## src/rtl/blk_mem_gen.sv

```systemverilog
// Single-port synchronous RAM with registered, write-first read data.
// Define BLK_MEM_OUT_REG_EN to add a second output register (read latency 2).
module blk_mem_gen #(
  parameter int ADDR_WIDTH = 4,
  parameter int DATA_WIDTH = 8
) (
  input  logic                  clka,
  input  logic                  ena,
  input  logic                  wea,
  input  logic [ADDR_WIDTH-1:0] addra,
  input  logic [DATA_WIDTH-1:0] dina,
  output logic [DATA_WIDTH-1:0] douta,
  input  logic                  rsta_n
);

  localparam int DEPTH = 2 ** ADDR_WIDTH;

  logic [DATA_WIDTH-1:0] r_mem [DEPTH];
  logic [DATA_WIDTH-1:0] r_dout;

  // Array is cleared by reset, so it is built from flops rather than a RAM macro.
  always_ff @(posedge clka or negedge rsta_n) begin
    if (!rsta_n) begin
      for (int i = 0; i < DEPTH; i++) begin
        r_mem[i] <= '0;
      end
      r_dout <= '0;
    end else if (ena) begin
      if (wea) begin
        r_mem[addra] <= dina;
        r_dout       <= dina;
      end else begin
        r_dout <= r_mem[addra];
      end
    end
  end

`ifdef BLK_MEM_OUT_REG_EN
  logic [DATA_WIDTH-1:0] r_dout_pipe;

  // Pipeline stage holds with the port, like the RAM output register.
  always_ff @(posedge clka or negedge rsta_n) begin
    if (!rsta_n) begin
      r_dout_pipe <= '0;
    end else if (ena) begin
      r_dout_pipe <= r_dout;
    end
  end

  assign douta = r_dout_pipe;
`else
  assign douta = r_dout;
`endif

endmodule

```

## config.mk

```make
export PLATFORM = sky130hd
export DESIGN_NAME = blk_mem_gen
export DESIGN_NICKNAME = d
export VERILOG_FILES = /design/src/rtl/blk_mem_gen.sv
export SDC_FILE = /design/constraint.sdc
export NUM_CORES = 1
export LEC_CHECK = 0
export CAP_MARGIN = 20
export CORE_MARGIN = 2
export CORE_UTILIZATION = 57
export DETAILED_ROUTE_END_ITERATION = 8
export MAX_ROUTING_LAYER = met4
export PLACE_DENSITY = 0.75
export SYNTH_ARGS = -nofsm -noshare
export SYNTH_HDL_FRONTEND = slang
export SYNTH_SLANG_ARGS = --single-unit
export TNS_END_PERCENT = 30
```

## constraint.sdc

```tcl
create_clock -name clka -period 1.8 [get_ports clka]
set_input_delay 0.45 -clock clka [delete_from_list [all_inputs] [get_ports clka]]
set_output_delay 0.45 -clock clka [all_outputs]
set_load 0.005 [all_outputs]
```

==> results.md, run 1 <==
- Syn_nets: 456
- Max Freq: 566 MHz
- Post-DR vias/cell: 6.03
- Clk network pwr share: 0.422
- Gr ovfl total: 0
- RSZ-0062 raised after global routing: yes
- Most Crowded Layer GR: met2
- Tcrit/Tclk final: 0.982
- # diodes: 0
- M3 GR Usage: 0.0699
- FILL cells: 736
- Root buffer cell: clkbuf_8
- Gate power share: 0.149
- Dpl cell area: 7170 µm²
- CTS sink count: 136
- H-Tree Depth: 4
- Setup WS pre-CTS: -0.558 ns
- Net Sw Power: 2.17 mW
- Placer Congestion: 0.834
- VDD IR-drop max: 0.000851 V
- Full die area: 11,800 µm²
- Fraction of layout cells with a size suffix above 1: 0.473
- Syn Area/Cell: 14.2 µm²
- Iteration-0 DRC Markers: 222
- # Max-Cap Violations: 0
- Placement Rows: 38
- Clk Latency, worst-skew pair: 0.53 ns
- Num ports: 24
- Endpoint class of the critical path: flop
- Crit start category: input port
- Total number of vias: 4,092
- Slew Limit Headroom: 0.670
- Synth-to-Final Area Change: 25.9%
- Pint: 7.05 mW
- Syn Inst Count: 440
- Finish-stage setup viols: 0
- Initial Util: 0.581
- Worst Path Required: 2.21 ns
- Post-synth top area cell: dfrtp_1
- Final Util: 0.732
- Top-area cell type share of the netlist area: 0.545
- Post-DP HPWL: 9840 µm
- Reg2Reg Setup Slack: 0.38 ns
- DIE WIDTH: 109 µm
- Fin Clk Skew: 0.00765 ns
- Distinct cells, synth: 32
- Number of global-route vias before repair: 4,314
- Post-synthesis sequential area ratio: 0.545
- Sequential Power Share: 0.429
- Largest fanout on the critical path: 8
- FF+latch count, synth: 136
- CTS clk-pin slew, worst paths: 0.06 ns
- IO buf count: 23
- Endpoints failing hold: 0
- Pin count of the biggest net entering global routing: 49
- Routed len/inst: 21.5 µm
- CTS tree: built
- Fin area: 7870 µm²
- CTS buffer count: 17
- Initial antenna violation count: 0
- Min Hold Slack: 0.410 ns
- First-pass GRT wire length: 23,400 µm
- Most frequent cells in the layout: 136 x dfrtp_1, 120 x mux2_2, 62 x buf_4, 44 x mux2i_1, 20 x o22ai_1
- Sw Ratio: 0.235
- Leakage: 3.64 nW
- TNS Setup: 0 ns
- GR Util met2: 0.426
- Setup ws final: 0.0323 ns
- Commonest non-fill, non-tap cell in the layout: dfrtp_1
- Yosys Warn Count: 0
- WS Path Type: input port to flop
- Die height: 109 µm
- CTS Buffer Depth: 2
- Status: finished clean
- Worst Max-Slew Pin Slew: 0.494 ns
- Hold Crit Class: input port to asynchronous set/reset pin
- DRC Markers: 0
- Met1 Use GR: 0.372
- Drt pass-1 iters: 4
- Core ar.: 10,700 µm²
- Nets: 542
- Post-DRT Antenna Nets: 0
- Post-Route WL: 14,600 µm
- Top cells by area, synth: dfrtp_1 54%, mux2_2 22%, mux2i_1 7.0%
- Global Route Usage Sum: 0.280
- Netlist Area Pre-Place: 6250 µm²
- WP data arrival: 2.18 ns
- Final min period: 1.77 ns
- Power Dens Cells: 1170 nW/µm²
- Final slew viol count: 0
## worst paths after layout
kind	from	endpoint	cells after the start
max reg2reg	r_mem[74]	douta[2]	3
min reg2reg	r_mem[59]	r_mem[59]	1
min in group clka	ena	douta[1]	4
max	wea	r_mem[112]	6
min	rsta_n	r_mem[80]	2
max in group asynchronous	rsta_n	r_mem[57]	3
## per-layer routing
metal | wire (µm) | part of all wire
met1 | 6260 | 0.43
met2 | 7240 | 0.50
met3 | 858 | 0.059
met4 | 261 | 0.018
met5 | 0 | 0
## metrics by stage
stage	cells	power (mW)
3_3_place_gp	646	5.27
2_1_floorplan	440	4.81
5_1_grt	679	9.58
6_report	679	9.22
3_5_place_dp	646	5.37
4_1_cts	679	9.26
## state kept, by name, indices dropped and copies added (netlist names)
name / cells
r_mem: 128
douta: 8
## timing repair
action | in CTS | in global routing
gates resized for setup | 9 | 7
hold buffers | 1 | 0
endpoints found under the setup margin | 13 | 69
hold endpoints to repair | 41 | 0
setup buffers | 0 | 0
## worst max-delay path, stage by stage
cell and delay [ns]:
clkdlybuf4s50_1 0.51, nand2_1 0.09, or3_4 0.33, or3_1 0.34, buf_6 0.17, mux2_4 0.30
## Yosys cell counts (all sizes together)
cell,count
or4,2
nor4,1
mux2,128
nor2b,1
buf,15
o32ai,3
inv,1
nand3b,3
o21ai,7
or3,3
or3b,1
o22ai,20
nand2,5
a21oi,8
nor2,10
nor3,9
mux2i,44
a21o,1
a221oi,7
a311oi,1
nand3,1
nand4,2
nand2b,4
clkbuf,16
and2,1
dfrtp,136
mux4,10
## power groups by stage
stage | Sequential, mW | Combinational, mW | Clock, mW
5_1_grt | 4.02 | 1.48 | 4.08
2_1_floorplan | 3.89 | 0.923 | 0
3_5_place_dp | 4.00 | 1.38 | 0
6_report | 3.96 | 1.37 | 3.89
3_3_place_gp | 3.95 | 1.32 | 0
4_1_cts | 3.95 | 1.38 | 3.93
## cells by family after synthesis
kind of cell / Yosys count / synth area share
mux: 182 / 0.342
compound gates: 47 / 0.0487
flops: 136 / 0.545
buf+inv: 32 / 0.0250
simple gates: 43 / 0.0395
## cell type report
class | count | area (µm²) | share of cell area
clock buffers | 19 | 442 | 0.0561
clock inverters | 13 | 224 | 0.0285
multi-input cells | 272 | 2710 | 0.344
well taps | 140 | 175 | 0.0223
flip-flops and latches | 136 | 3400 | 0.433
inverters | 1 | 3.75 | 0.000477
repair buffers | 98 | 911 | 0.116
No activity file was read; power rests on OpenSTA's default activity.
==> inputs of run 2 (changes only) <==
==> constraint.sdc (replaced) <==
create_clock -name clka -period 1.8 [get_ports clka]
set_input_delay 0.45 -clock clka [delete_from_list [all_inputs] [get_ports clka]]
set_output_delay 0.45 -clock clka [all_outputs]
set_load 0.02 [all_outputs]
==> results of run 2 <==
The final DEF is identical to that of run 1. Status: finished clean.
Main changes from that run: total power 9.22 mW -> 9.24 mW
==> inputs of run 3 (changes only) <==
--- a/config.mk
+++ b/config.mk
@@ -11,6 +11,7 @@
 export DETAILED_ROUTE_END_ITERATION = 8
 export MAX_ROUTING_LAYER = met4
 export PLACE_DENSITY = 0.75
+export SKIP_LAST_GASP = 1
 export SYNTH_ARGS = -nofsm -noshare
 export SYNTH_HDL_FRONTEND = slang
 export SYNTH_SLANG_ARGS = --single-unit
==> run 3 against run 2 <==
Effect of this change:
- via count is 0.93% lower
- first-iteration DRC count fell by 5.4%
- non-clock buffer count stayed put
- design area up 0.14%
- sequential power hardly changed
- critical endpoint is now r_mem[113]
- largest cell class unchanged
- largest power group unchanged
==> results.md, run 3 (synthesized netlist as in run 1, its figures left out) <==
- CTS tree: built
- Largest fanout on the critical path: 8
- Drt pass-1 iters: 4
- Max Freq: 562 MHz
- # diodes: 0
- Tcrit/Tclk final: 0.989
- Pin count of the biggest net entering global routing: 49
- WP data arrival: 2.19 ns
- Status: finished clean
- Nets: 542
- RSZ-0062 raised after global routing: yes
- Placement Rows: 38
- Gr ovfl total: 0
- Fin area: 7880 µm²
- Slew Limit Headroom: 0.685
- Initial Util: 0.581
- Clk Latency, worst-skew pair: 0.53 ns
- IO buf count: 23
- Post-DRT Antenna Nets: 0
- Root buffer cell: clkbuf_8
- Initial antenna violation count: 0
- Full die area: 11,800 µm²
- Post-DP HPWL: 9840 µm
- CTS sink count: 136
- VDD IR-drop max: 0.000851 V
- Largest Register: r_mem
- Endpoint class of the critical path: flop
- Worst Path Required: 2.21 ns
- Num ports: 24
- Most frequent cells in the layout: 136 x dfrtp_1, 120 x mux2_2, 63 x buf_4, 44 x mux2i_1, 20 x o22ai_1
- Dpl cell area: 7170 µm²
- Postcts setup bufs: 0
- Commonest non-fill, non-tap cell in the layout: dfrtp_1
- Die height: 109 µm
- DIE WIDTH: 109 µm
- Placer Congestion: 0.834
- Iteration-0 DRC Markers: 210
- Global Route Usage Sum: 0.280
- Hold Crit Class: input port to asynchronous set/reset pin
- Max FFs per register: 128
- Fin Clk Skew: 0.00887 ns
- Total number of vias: 4,054
- Endpoints failing hold: 0
- Worst Max-Slew Pin Slew: 0.472 ns
- Fraction of layout cells with a size suffix above 1: 0.471
- CP top delay family: simple AND/OR/NAND/NOR gates
- Synth-to-Final Area Change: 26.1%
- Critical Path Max Stage Delay: 0.51 ns
- # Max-Cap Violations: 0
- Core ar.: 10,700 µm²
- FILL cells: 731
- TNS Setup: 0 ns
- Slowest stage cell on the critical path: clkdlybuf4s50_1
- Most used cell, CP: or3_1
- Routed len/inst: 21.5 µm
- CTS clk-pin slew, worst paths: 0.06 ns
- First-pass GRT wire length: 23,400 µm
- DRC Markers: 0
- Final slew viol count: 0
- Crit start category: input port
- CTS Buffer Depth: 2
- CTS buffer count: 17
- H-Tree Depth: 4
- Final min period: 1.78 ns
- Leakage: 3.68 nW
- Finish-stage setup viols: 0
- Number of global-route vias before repair: 4,309
- Crit path buf inv count: 2
- WS Path Type: input port to flop
- Critical-path cell list: clkdlybuf4s50_1 > nand2_1 > or3_1 > or3_1 > buf_4 > mux2_4
- Post-Route WL: 14,600 µm
- Post-DR vias/cell: 5.97
- Pwr Total: 9.25 mW
- Power Dens Cells: 1170 nW/µm²
run 3: cell count changes in the layout (fill, tap and decap cells not counted), sizes merged:
cell,previous run,this run
dlymetal6s2s,2,7
dlygate4sd2,8,3
run 3: metal layers:
layer,up-vias,wire length [µm],part of all wire,GRT usage
met5,-,0,0,-
met4,0,291,0.020,0.0980
met3,24,582,0.040,0.0699
met2,95,7110,0.49,0.425
met1,2112,6600,0.45,0.372
li1,1823,-,-,-
run 3: area by class of cell:
type,instances,area [µm²],share of cell area
clock buffers,19,442,0.0561
clock inverters,13,224,0.0284
inverters,1,3.75,0.000476
multi-input cells,272,2700,0.343
flip-flops and latches,136,3400,0.432
well taps,140,175,0.0222
repair buffers,98,926,0.118
run 3: final timing paths:
check | start | to | slack (ns) | depth (start not counted)
setup / recovery | wea | r_mem[113] | 0.02 | 6
hold / removal | rsta_n | r_mem[80] | 0.42 | 2
setup reg to reg | r_mem[74] | douta[2] | 0.39 | 3
hold reg to reg | r_mem[59] | r_mem[59] | 0.50 | 1
max in group asynchronous | rsta_n | r_mem[28] | 0.78 | 3
min in group clka | ena | douta[1] | 0.48 | 4
run 3: report_power, final:
| group | switching (mW) | internal (mW) |
|---|---|---|
| sequential | 0.314 | 3.64 |
| combinational | 0.584 | 0.817 |
| clock | 1.30 | 2.59 |
| total | 2.20 | 7.05 |
run 3: metrics by stage:
step	hold slack, ns	setup WS (ns)	cells	util
2_1_floorplan	0.154	-0.118	440	-
3_3_place_gp	0.401	-0.569	646	0.668
3_5_place_dp	0.410	-0.558	646	0.668
4_1_cts	0.422	-0.183	679	0.730
5_1_grt	0.452	-0.0329	679	0.733
6_report	0.418	0.0195	679	0.733
run 3: repair_timing:
item,in CTS,in global routing
hold buffers,1,0
resized for setup,3,12
cloned,0,0
hold endpoints to repair,41,0
endpoints found under the setup margin,13,90
